$ cat src/rtl/cpu_types_pkg.sv
// Shared MIPS types: word/register types, opcode and funct encodings, ALU ops and the
// decoded control bundle produced by mips_decoder.
package cpu_types_pkg;

  typedef logic [31:0] word_t;
  typedef logic [4:0]  regbits_t;

  typedef enum logic [5:0] {
    OpRtype = 6'b000000,
    OpJ     = 6'b000010,
    OpJal   = 6'b000011,
    OpBeq   = 6'b000100,
    OpBne   = 6'b000101,
    OpAddi  = 6'b001000,
    OpAddiu = 6'b001001,
    OpSlti  = 6'b001010,
    OpSltiu = 6'b001011,
    OpAndi  = 6'b001100,
    OpOri   = 6'b001101,
    OpXori  = 6'b001110,
    OpLui   = 6'b001111,
    OpLw    = 6'b100011,
    OpSw    = 6'b101011,
    OpLl    = 6'b110000,
    OpSc    = 6'b111000,
    OpHalt  = 6'b111111
  } opcode_t;

  typedef enum logic [5:0] {
    FnSllv = 6'b000100,
    FnSrlv = 6'b000110,
    FnJr   = 6'b001000,
    FnAdd  = 6'b100000,
    FnAddu = 6'b100001,
    FnSub  = 6'b100010,
    FnSubu = 6'b100011,
    FnAnd  = 6'b100100,
    FnOr   = 6'b100101,
    FnXor  = 6'b100110,
    FnNor  = 6'b100111,
    FnSlt  = 6'b101010,
    FnSltu = 6'b101011
  } funct_t;

  typedef enum logic [3:0] {
    AluSll  = 4'b0000,
    AluSrl  = 4'b0001,
    AluAdd  = 4'b0010,
    AluSub  = 4'b0011,
    AluAnd  = 4'b0100,
    AluOr   = 4'b0101,
    AluXor  = 4'b0110,
    AluNor  = 4'b0111,
    AluSlt  = 4'b1010,
    AluSltu = 4'b1011
  } aluop_t;

  // PCSel encodings
  localparam logic [1:0] PcNext   = 2'b00;
  localparam logic [1:0] PcBranch = 2'b01;
  localparam logic [1:0] PcJump   = 2'b10;
  localparam logic [1:0] PcReg    = 2'b11;

  // wdataSrc encodings (memtoReg overrides for loads)
  localparam logic [1:0] WdAlu = 2'b00;
  localparam logic [1:0] WdPc4 = 2'b01;
  localparam logic [1:0] WdImm = 2'b10;

  typedef struct packed {
    logic     dREN;
    logic     dWEN;
    logic     halt;
    logic [1:0] PCSel;
    logic     branch;
    logic     branchSel;
    logic     memtoReg;
    logic     aluSrc;
    logic     datomic;
    aluop_t   ALUop;
    regbits_t rsel1;
    regbits_t rsel2;
    regbits_t wsel;
    word_t    immediate;
    logic     regWrite;
    logic [1:0] wdataSrc;
    opcode_t  opcode;
    funct_t   funct;
  } ctrl_t;

  function automatic word_t sext16(input logic [15:0] imm);
    return {{16{imm[15]}}, imm};
  endfunction

  function automatic word_t zext16(input logic [15:0] imm);
    return {16'h0000, imm};
  endfunction

endpackage

$ cat src/rtl/mips_decoder.sv
// Purely combinational MIPS instruction decoder: one instruction word in, one control
// bundle out. Unknown opcodes and unknown R-type functs decode to an all-zero nop.
module mips_decoder
  import cpu_types_pkg::*;
(
  input  word_t instr_i,
  output ctrl_t ctrl_o
);

  opcode_t  op;
  funct_t   fn;
  regbits_t rs, rt, rd;
  logic [15:0] imm16;
  logic unused_shamt;

  assign op           = opcode_t'(instr_i[31:26]);
  assign fn           = funct_t'(instr_i[5:0]);
  assign rs           = instr_i[25:21];
  assign rt           = instr_i[20:16];
  assign rd           = instr_i[15:11];
  assign imm16        = instr_i[15:0];
  assign unused_shamt = ^instr_i[10:6];

  always_comb begin
    ctrl_o           = '0;
    ctrl_o.opcode    = op;
    ctrl_o.funct     = fn;
    ctrl_o.rsel1     = rs;
    ctrl_o.rsel2     = rt;
    ctrl_o.immediate = sext16(imm16);
    case (op)
      OpRtype: begin
        ctrl_o.regWrite = 1'b1;
        ctrl_o.wsel     = rd;
        case (fn)
          FnSllv:        ctrl_o.ALUop = AluSll;
          FnSrlv:        ctrl_o.ALUop = AluSrl;
          FnAdd, FnAddu: ctrl_o.ALUop = AluAdd;
          FnSub, FnSubu: ctrl_o.ALUop = AluSub;
          FnAnd:         ctrl_o.ALUop = AluAnd;
          FnOr:          ctrl_o.ALUop = AluOr;
          FnXor:         ctrl_o.ALUop = AluXor;
          FnNor:         ctrl_o.ALUop = AluNor;
          FnSlt:         ctrl_o.ALUop = AluSlt;
          FnSltu:        ctrl_o.ALUop = AluSltu;
          FnJr: begin
            ctrl_o.regWrite = 1'b0;
            ctrl_o.wsel     = '0;
            ctrl_o.PCSel    = PcReg;
          end
          default:       ctrl_o = '0;
        endcase
      end
      OpJ:   ctrl_o.PCSel = PcJump;
      OpJal: begin
        ctrl_o.PCSel    = PcJump;
        ctrl_o.regWrite = 1'b1;
        ctrl_o.wsel     = 5'd31;
        ctrl_o.wdataSrc = WdPc4;
      end
      OpBeq, OpBne: begin
        ctrl_o.PCSel     = PcBranch;
        ctrl_o.branch    = 1'b1;
        ctrl_o.branchSel = (op == OpBne);
        ctrl_o.ALUop     = AluSub;
      end
      OpAddi, OpAddiu, OpSlti, OpSltiu, OpAndi, OpOri, OpXori: begin
        ctrl_o.aluSrc   = 1'b1;
        ctrl_o.regWrite = 1'b1;
        ctrl_o.wsel     = rt;
        case (op)
          OpSlti:  ctrl_o.ALUop = AluSlt;
          OpSltiu: ctrl_o.ALUop = AluSltu;
          OpAndi:  ctrl_o.ALUop = AluAnd;
          OpOri:   ctrl_o.ALUop = AluOr;
          OpXori:  ctrl_o.ALUop = AluXor;
          default: ctrl_o.ALUop = AluAdd;
        endcase
        // Logical immediates zero-extend; arithmetic/compare sign-extend
        if (op == OpAndi || op == OpOri || op == OpXori) begin
          ctrl_o.immediate = zext16(imm16);
        end
      end
      OpLui: begin
        ctrl_o.regWrite  = 1'b1;
        ctrl_o.wsel      = rt;
        ctrl_o.wdataSrc  = WdImm;
        ctrl_o.immediate = {imm16, 16'h0000};
      end
      OpLw, OpLl: begin
        ctrl_o.dREN     = 1'b1;
        ctrl_o.memtoReg = 1'b1;
        ctrl_o.aluSrc   = 1'b1;
        ctrl_o.ALUop    = AluAdd;
        ctrl_o.regWrite = 1'b1;
        ctrl_o.wsel     = rt;
        ctrl_o.datomic  = (op == OpLl);
      end
      OpSw: begin
        ctrl_o.dWEN   = 1'b1;
        ctrl_o.aluSrc = 1'b1;
        ctrl_o.ALUop  = AluAdd;
      end
      OpSc: begin
        ctrl_o.dWEN     = 1'b1;
        ctrl_o.aluSrc   = 1'b1;
        ctrl_o.ALUop    = AluAdd;
        ctrl_o.datomic  = 1'b1;
        ctrl_o.regWrite = 1'b1;
        ctrl_o.wsel     = rt;
      end
      OpHalt:  ctrl_o.halt = 1'b1;
      default: ctrl_o = '0;
    endcase
  end

endmodule

$ cat src/rtl/decode_queue.sv
// In-order queue of decoded instructions between fetch and register-read, with flush on
// redirect, enqueue blocking once a halt is queued, and a sticky halted flag.
module decode_queue
  import cpu_types_pkg::*;
#(
  parameter int unsigned DEPTH = 4,
  parameter int unsigned PC_W  = 32
) (
  input  logic                         CLK,
  input  logic                         RST,
  input  logic                         in_valid,
  output logic                         in_ready,
  input  word_t                        in_instr,
  input  logic [PC_W-1:0]              in_pc,
  input  logic                         flush,
  output logic                         out_valid,
  input  logic                         out_ready,
  output ctrl_t                        out_ctrl,
  output logic [PC_W-1:0]              out_pc,
  output logic [$clog2(DEPTH+1)-1:0]   count,
  output logic                         halted
);

  localparam int unsigned PtrW = $clog2(DEPTH);
  localparam int unsigned CntW = $clog2(DEPTH + 1);
  localparam logic [CntW-1:0] FullCnt = CntW'(DEPTH);

  ctrl_t dec_ctrl;

  mips_decoder u_decoder (
    .instr_i (in_instr),
    .ctrl_o  (dec_ctrl)
  );

  ctrl_t           ctrl_mem_q [DEPTH];
  logic [PC_W-1:0] pc_mem_q   [DEPTH];

  logic [PtrW-1:0] head_q, head_d, tail_q, tail_d;
  logic [CntW-1:0] count_q, count_d;
  logic            halt_seen_q, halt_seen_d;
  logic            halted_q, halted_d;
  logic            enq, deq, wr_en;

  assign in_ready  = (count_q != FullCnt) && !halt_seen_q && !halted_q;
  assign out_valid = (count_q != '0);
  assign enq       = in_valid && in_ready;
  assign deq       = out_valid && out_ready;
  assign wr_en     = enq && !flush;
  assign out_ctrl  = out_valid ? ctrl_mem_q[head_q] : '0;
  assign out_pc    = out_valid ? pc_mem_q[head_q] : '0;
  assign count     = count_q;
  assign halted    = halted_q;

  always_comb begin
    head_d      = head_q;
    tail_d      = tail_q;
    count_d     = count_q;
    halt_seen_d = halt_seen_q;
    halted_d    = halted_q;
    if (flush) begin
      head_d      = '0;
      tail_d      = '0;
      count_d     = '0;
      halt_seen_d = 1'b0;
    end else begin
      if (enq) begin
        tail_d = tail_q + PtrW'(1);
        if (dec_ctrl.halt) halt_seen_d = 1'b1;
      end
      if (deq) begin
        head_d = head_q + PtrW'(1);
        if (ctrl_mem_q[head_q].halt) halted_d = 1'b1;
      end
      case ({enq, deq})
        2'b10:   count_d = count_q + CntW'(1);
        2'b01:   count_d = count_q - CntW'(1);
        default: count_d = count_q;
      endcase
    end
  end

  always_ff @(posedge CLK or posedge RST) begin
    if (RST) begin
      head_q      <= '0;
      tail_q      <= '0;
      count_q     <= '0;
      halt_seen_q <= 1'b0;
      halted_q    <= 1'b0;
    end else begin
      head_q      <= head_d;
      tail_q      <= tail_d;
      count_q     <= count_d;
      halt_seen_q <= halt_seen_d;
      halted_q    <= halted_d;
    end
  end

  // Payload storage needs no reset: outputs are masked while the queue is empty
  always_ff @(posedge CLK) begin
    if (wr_en) begin
      ctrl_mem_q[tail_q] <= dec_ctrl;
      pc_mem_q[tail_q]   <= in_pc;
    end
  end

endmodule

$ cat config.mk
export PLATFORM = sky130hd
export DESIGN_NAME = decode_queue
export DESIGN_NICKNAME = d
export VERILOG_FILES = /design/src/rtl/cpu_types_pkg.sv /design/src/rtl/mips_decoder.sv /design/src/rtl/decode_queue.sv
export SDC_FILE = /design/constraint.sdc
export NUM_CORES = 1
export LEC_CHECK = 0
export CAP_MARGIN = 20
export CORE_ASPECT_RATIO = 0.75
export CORE_MARGIN = 2
export CORE_UTILIZATION = 55
export CTS_BUF_LIST = sky130_fd_sc_hd__clkbuf_16
export CTS_CLUSTER_SIZE = 14
export DETAILED_ROUTE_END_ITERATION = 10
export PLACE_DENSITY = 0.88
export RECOVER_POWER = 100
export SYNTH_ARGS = -nofsm -noshare
export SYNTH_HDL_FRONTEND = slang
export SYNTH_SLANG_ARGS = --single-unit
$ cat constraint.sdc
create_clock -name CLK -period 6.21 [get_ports CLK]
set_clock_uncertainty 0.15 [all_clocks]
set_input_delay 0.9315 -clock CLK [delete_from_list [all_inputs] [get_ports CLK]]
set_output_delay 0.9315 -clock CLK [all_outputs]
set_load 0.02 [all_outputs]
# Word-level counts from Yosys, hierarchy flattened
# Memories as Yosys holds them, arrays and structs flattened.
# Index checks and enable logic that the tools add are counted.
dict set report word_totals {
  mem_count 2
  wordCells 114
  ff_bits 9
  output_inout_bits 114
  mem_bits_rw 432
}
# memory depth word_bits rd rd_ports_with_merged_regs wr line_no
set mem_list {}
lappend mem_list {ctrl_mem_q 4 76 1 0 1 decode_queue.sv:35} ;# ctrl_t ctrl_mem_q [DEPTH];
lappend mem_list {pc_mem_q 4 32 1 0 1 decode_queue.sv:36} ;# logic [PC_W-1:0] pc_mem_q [DEPTH];
dict set report classes {
  reduce_logical 33
  mux 36
  eq_ne 33
  add_sub_neg 4
  bitwise 1
}
# op count
set ops {}
lappend ops {{32-bit case mux with 4 select lines} 1}
lappend ops {{32-bit two-way mux} 3}
lappend ops {{6-bit == test (second input constant)} 15}
lappend ops {{76-bit two-way mux} 1}
lappend ops {{6-bit by 4-bit == test with 1-bit output (second input constant)} 9}
lappend ops {{4-bit case mux with 9 select lines} 1}
lappend ops {{6-bit by 3-bit == test with 1-bit output (second input constant)} 4}
lappend ops {{12-bit case mux with 2 select lines} 1}
lappend ops {{12-bit OR reduction} 2}
lappend ops {{11-bit OR reduction} 2}
lappend ops {{10-bit case mux with 2 select lines} 1}
lappend ops {{4-bit case mux with 5 select lines} 1}
lappend ops {{17-bit OR reduction} 1}
lappend ops {{4-bit case mux with 4 select lines} 1}
lappend ops {{5-bit case mux with 3 select lines} 1}
lappend ops {{13-bit OR reduction} 1}
lappend ops {{6-bit by 2-bit == test with 1-bit output (second input constant)} 2}
lappend ops {{12-bit two-way mux} 1}
lappend ops {{2-bit two-way mux} 6}
lappend ops {{2-bit case mux with 3 select lines} 2}
lappend ops {{2-bit OR reduction} 6}
lappend ops {{1-bit two-way mux} 10}
lappend ops {{10-bit two-way mux} 1}
lappend ops {{9-bit OR reduction} 1}
lappend ops {{21 further kinds} 33}

# Logic depth before layout (Yosys ltp)
dict set report depth {
  depth_word 7
  mapped_depth 9
  ltp_nobuf 9
}

# Cells and area by module
# Synthesis repeated with hierarchy kept, for this count alone.
dict set report hier_totals {
  hier_cells 932
  hier_area_um2 18096.1
}
# module cells_each n_inst area_per_inst_um2 seq_area_each_um2
set modules_own_cells {}
lappend modules_own_cells {decode_queue 742 1 16867.4 13197.7}
lappend modules_own_cells {mips_decoder 190 1 1228.7 0.0}

# Worst setup path after synthesis
# Ideal clock, no wire load.
dict set report synth_path {
  path_kind {in2reg}
  from {in in_valid}
  to {mem ctrl_mem_q[0][0] (netlist bit), enable pin}
  arrival_time_ns 4.255
  setup_ns 0.479
  path_buffers 0
  path_slack_ns 1.326
  stages 4
  cell_sequence {inv_1 > a2111oi_4 > nor2b_1 > and2_1}
}
dict set report synth_via {
  elab_chain_len 4
}
# element line_no
set synth_rtl {}
lappend synth_rtl {{start: declaration} decode_queue.sv:11} ;# input logic in_valid,
lappend synth_rtl {{1-bit logical AND} decode_queue.sv:46} ;# assign enq = in_valid && in_ready;
lappend synth_rtl {{1-bit logical AND} decode_queue.sv:48} ;# assign wr_en = enq && !flush;
lappend synth_rtl {{1-bit two-way mux} decode_queue.sv:100} ;# if (wr_en) begin
lappend synth_rtl {{1-bit two-way mux (not written as such)} decode_queue.sv:101} ;# ctrl_mem_q[tail_q] <= dec_ctrl;
lappend synth_rtl {{end: declaration} decode_queue.sv:35}
# No other way between the ends.

==> flow_metrics.py <==
metrics = {
    "drt": {
        "drt-pass1-iter-count": 5,
        "dr.first_iter.drc_count": 1005,
        "antenna_left": 0,
        "vias_per_cell": 6.09,
        "route.vias.total": 9298,
        "drc": 0,
        "wl_per_cell_um": 25.3,
        "routed_wl_um": 38700,
    },
    "layout": {
        "seqCellArea_um2": 13100,
        "fin_area_um2": 21200,
        "multi_input_area_um2": 4310,
        "drive_gt1_share_pct": 15.9,
        "nFillCells": 1976,
        "synthToLayoutAreaGrowth_pct": 19.8,
        "finalNonFillerCells": 1526,
        "nets": 1164,
    },
    "critical_path": {
        "reg2reg_depth": 5,
        "cp.arrival_ps": 4010,
        "crit_start": "head_q[0]$_DFFE_PP0P_",
        "endpoint_kind": "primary output",
        "cp_max_fo": 29,
        "cp-endpoint": "out_ctrl[2]",
        "critPathKind": "reg2out",
        "cp-start-kind": "flop",
        "crit_path_cell_trace": "buf_16 -> buf_12 -> mux4_2 -> and2_1 -> clkdlybuf4s50_1",
        "slowest_delay_ps": 1450,
        "rrSetupSlack_ps": 1590,
        "crit_slowest_cell": "dfrtp_1",
        "cp.required_ps": 5130,
        "timing.rr.end": "ctrl_mem_q[0][29]$_DFFE_PP_",
        "rr_startpoint": "count[0]$_DFFE_PP0P_",
    },
    "clocking": {
        "postCtsSetupBuffers": 0,
        "cts_resized": 0,
        "insertion_delay_ps": 540,
        "ctsLongestPathBuffers": 3,
        "postCtsHoldBufs": 0,
        "clk_pin_slew_ps": 60,
        "cts_tree": "yes",
        "cts_root_buf": "clkbuf_16",
        "cts-buffers-inserted": 41,
        "clock-sinks": 437,
        "cts_max_level": 2,
    },
    "die": {
        "start_util_pct": 56.3,
        "num_rows": 56,
        "die_y_um": 159,
        "io-pin-count": 183,
        "coreArea_um2": 31500,
        "dieWidth_um": 211,
        "dieArea_um2": 33700,
    },
    "power_and_ir_drop": {
        "power_w": 0.00854,
        "max-vdd-ir-drop_mv": 0.346,
        "p_leak_nw": 7.11,
        "power.density_nw_per_um2": 402,
    },
    "synth": {
        "synthFlopType": "edfxtp_1",
        "synth_cell_types": 57,
        "synth_edf_count": 428,
        "syn_nets": 978,
        "postSynth.asyncResetShare_pct": 2.06,
        "avgSynthCellArea_um2": 19.6,
        "syn_inst": 904,
        "yosysWarnings": 0,
        "ys_ff_latch": 437,
        "ys_seq_area_share_pct": 73.8,
        "syn_area_um2": 17700,
    },
    "sta": {
        "fin_tns_setup_ps": 0,
        "final_max_slew_viol_count": 65,
        "finalCritPeriodShare_pct": 81.9,
        "relSlewSlack_pct": -58.8,
        "worst_slew_pin_slew_ps": 2320,
        "setup_viol": 0,
        "rsz0062_at_grt": "no",
        "fmax_mhz": 197,
        "hold_violations": 0,
        "period_minus_slack_ps": 5090,
        "final.setup.worst_slack_ps": 1120,
    },
    "place": {
        "place_area_um2": 20000,
        "port_buffers": 182,
        "dpl.cell_count": 1451,
        "dpl.hpwl_um": 22300,
        "gp_congestion": 0.752,
        "pre_cts_slack_ps": 1840,
    },
    "hold_path": {
        "hold_path.class": "reg2reg",
    },
    "global_routing": {
        "antenna_found_initial": 3,
        "grt_max_degree": 111,
        "grt.total_usage_pct": 23.3,
        "busiest_layer": "met2",
        "grt_pass1_vias": 9497,
        "use_met2_pct": 36.2,
        "met1_usage_pct": 34.4,
        "grt_pass1_wl_um": 58800,
        "grt.met3_usage_pct": 4.48,
        "overflow": 0,
    },
    "status": {
        "violations": "max-capacitance violations, max-slew violations",
        "status": "complete, but fails checks",
    },
    "flow_run": {
        "maxCapViolations": 4,
    },
}
==> cell families after synthesis <==
group / after synthesis / share of synthesized area (%)
AOI/OAI and AO/OA: 66 / 2.93
xor gates and xnor gates: 4 / 0.198
adders and majority gates: 6 / 0.452
buffers and inverters: 64 / 1.52
DFF: 437 / 73.8
muxes: 110 / 13.8
and+or+nand+nor: 217 / 7.35
==> layout make-up <==
| type | count | share of cell area [%] |
|---|---|---|
| diodes | 2 | 0.0236 |
| clock buffers | 43 | 5.07 |
| clock inverters | 28 | 0.919 |
| inverters | 13 | 0.230 |
| multi-input cells | 403 | 20.3 |
| flip-flops and latches | 437 | 61.6 |
| well taps | 406 | 2.39 |
| repair buffers | 194 | 9.45 |
==> worst min-delay path by stage <==
| stage | startpoint | end | slack [ps] | depth (start not counted) |
|---|---|---|---|---|
| 2_1_floorplan | tail_q[1]$_DFFE_PP0P_ | tail_q[1]$_DFFE_PP0P_ | 390 | 2 |
| 3_5_place_dp | halted$_DFFE_PP0P_ | halted$_DFFE_PP0P_ | 420 | 1 |
| 6_report | halted$_DFFE_PP0P_ | halted$_DFFE_PP0P_ | 380 | 1 |
| 5_1_grt | halted$_DFFE_PP0P_ | halted$_DFFE_PP0P_ | 390 | 1 |
| 4_1_cts | halted$_DFFE_PP0P_ | halted$_DFFE_PP0P_ | 430 | 1 |
| 3_3_place_gp | halted$_DFFE_PP0P_ | halted$_DFFE_PP0P_ | 390 | 1 |
==> state kept, by name, summed over array words and instances (netlist names) <==
name         count
halt_seen_q      1
tail_q           2
count            3
halted           1
pc_mem_q       128
ctrl_mem_q     300
head_q           2
==> per-layer routing <==
| metal | wire length, µm | up-vias |
|---|---|---|
| met5 | 13 | - |
| met4 | 723 | 2 |
| met3 | 3130 | 67 |
| met2 | 18700 | 482 |
| met1 | 16100 | 4780 |
| li1 | - | 3967 |
==> cells in the mapped netlist (2+ instances only) <==
library cell  count  area [µm²]
a221o_1           5        50.1
a21oi_1           6        30.0
nand2_1          10        37.5
nor3_1           11        55.1
clkbuf_1         31         116
and2_1          151         945
clkbuf_2          2        10.0
a21o_1           18         135
dfrtp_1           9         225
a211oi_1          2        15.0
ha_1              4        50.1
nand2b_1          5        31.3
inv_1            13        48.8
or3_1             3        18.8
o21ai_0          13        65.1
buf_1             3        11.3
edfxtp_1        428       12900
a31oi_1           3        18.8
mux4_2          107        2410
buf_2            13        65.1
nor3b_1           2        15.0
nor4_1            2        12.5
o31ai_1           2        15.0
xnor2_1           2        17.5
o22a_1            3        26.3
mux2i_1           3        30.0
o22ai_1           2        12.5
xor2_1            2        17.5
nor2_1           21        78.8
==> critical path: cells and delay by family (launching register included) <==
family / cells / cell delay (ps)
simple gates: 1 / 170
mux: 1 / 540
flops: 1 / 1450
buf+inv: 3 / 1280
==> cell usage in the layout (no fill, tap or decap), types with 3 or more instances in the layout <==
cell type | synthesis | final
a21o_1 | 18 | 18
a21oi_1 | 6 | 6
a221o_1 | 5 | 5
a31oi_1 | 3 | 4
and2_0 | 1 | 45
and2_1 | 151 | 103
and2_4 | 0 | 4
buf_12 | 0 | 5
buf_4 | 1 | 3
bufinv_16 | 0 | 3
clkbuf_16 | 0 | 43
clkdlybuf4s50_1 | 0 | 60
clkinv_1 | 0 | 12
clkinv_2 | 0 | 5
dfrtp_1 | 9 | 8
dlygate4sd3_1 | 0 | 122
edfxtp_1 | 428 | 428
ha_1 | 4 | 4
inv_1 | 13 | 20
mux2i_1 | 3 | 3
mux4_2 | 107 | 107
nand2_1 | 10 | 11
nand2b_1 | 5 | 5
nor2_1 | 21 | 21
nor3_1 | 11 | 11
nor4_1 | 2 | 3
o21ai_0 | 13 | 13
o22a_1 | 3 | 3
o31ai_1 | 2 | 3
==> metrics by stage <==
step,hold WS (ps),util [%]
2_1_floorplan,388,-
3_3_place_gp,394,63.6
3_5_place_dp,416,63.6
4_1_cts,431,67.6
5_1_grt,386,67.5
6_report,380,67.5
==> power breakdown <==
group          leakage [nW]  switching [W]  internal, W
clock network         0.652        0.00102      0.00137
registers              4.03       0.000100      0.00332
logic                  2.43        0.00143      0.00130
No activity file was read; power rests on OpenSTA's default activity.
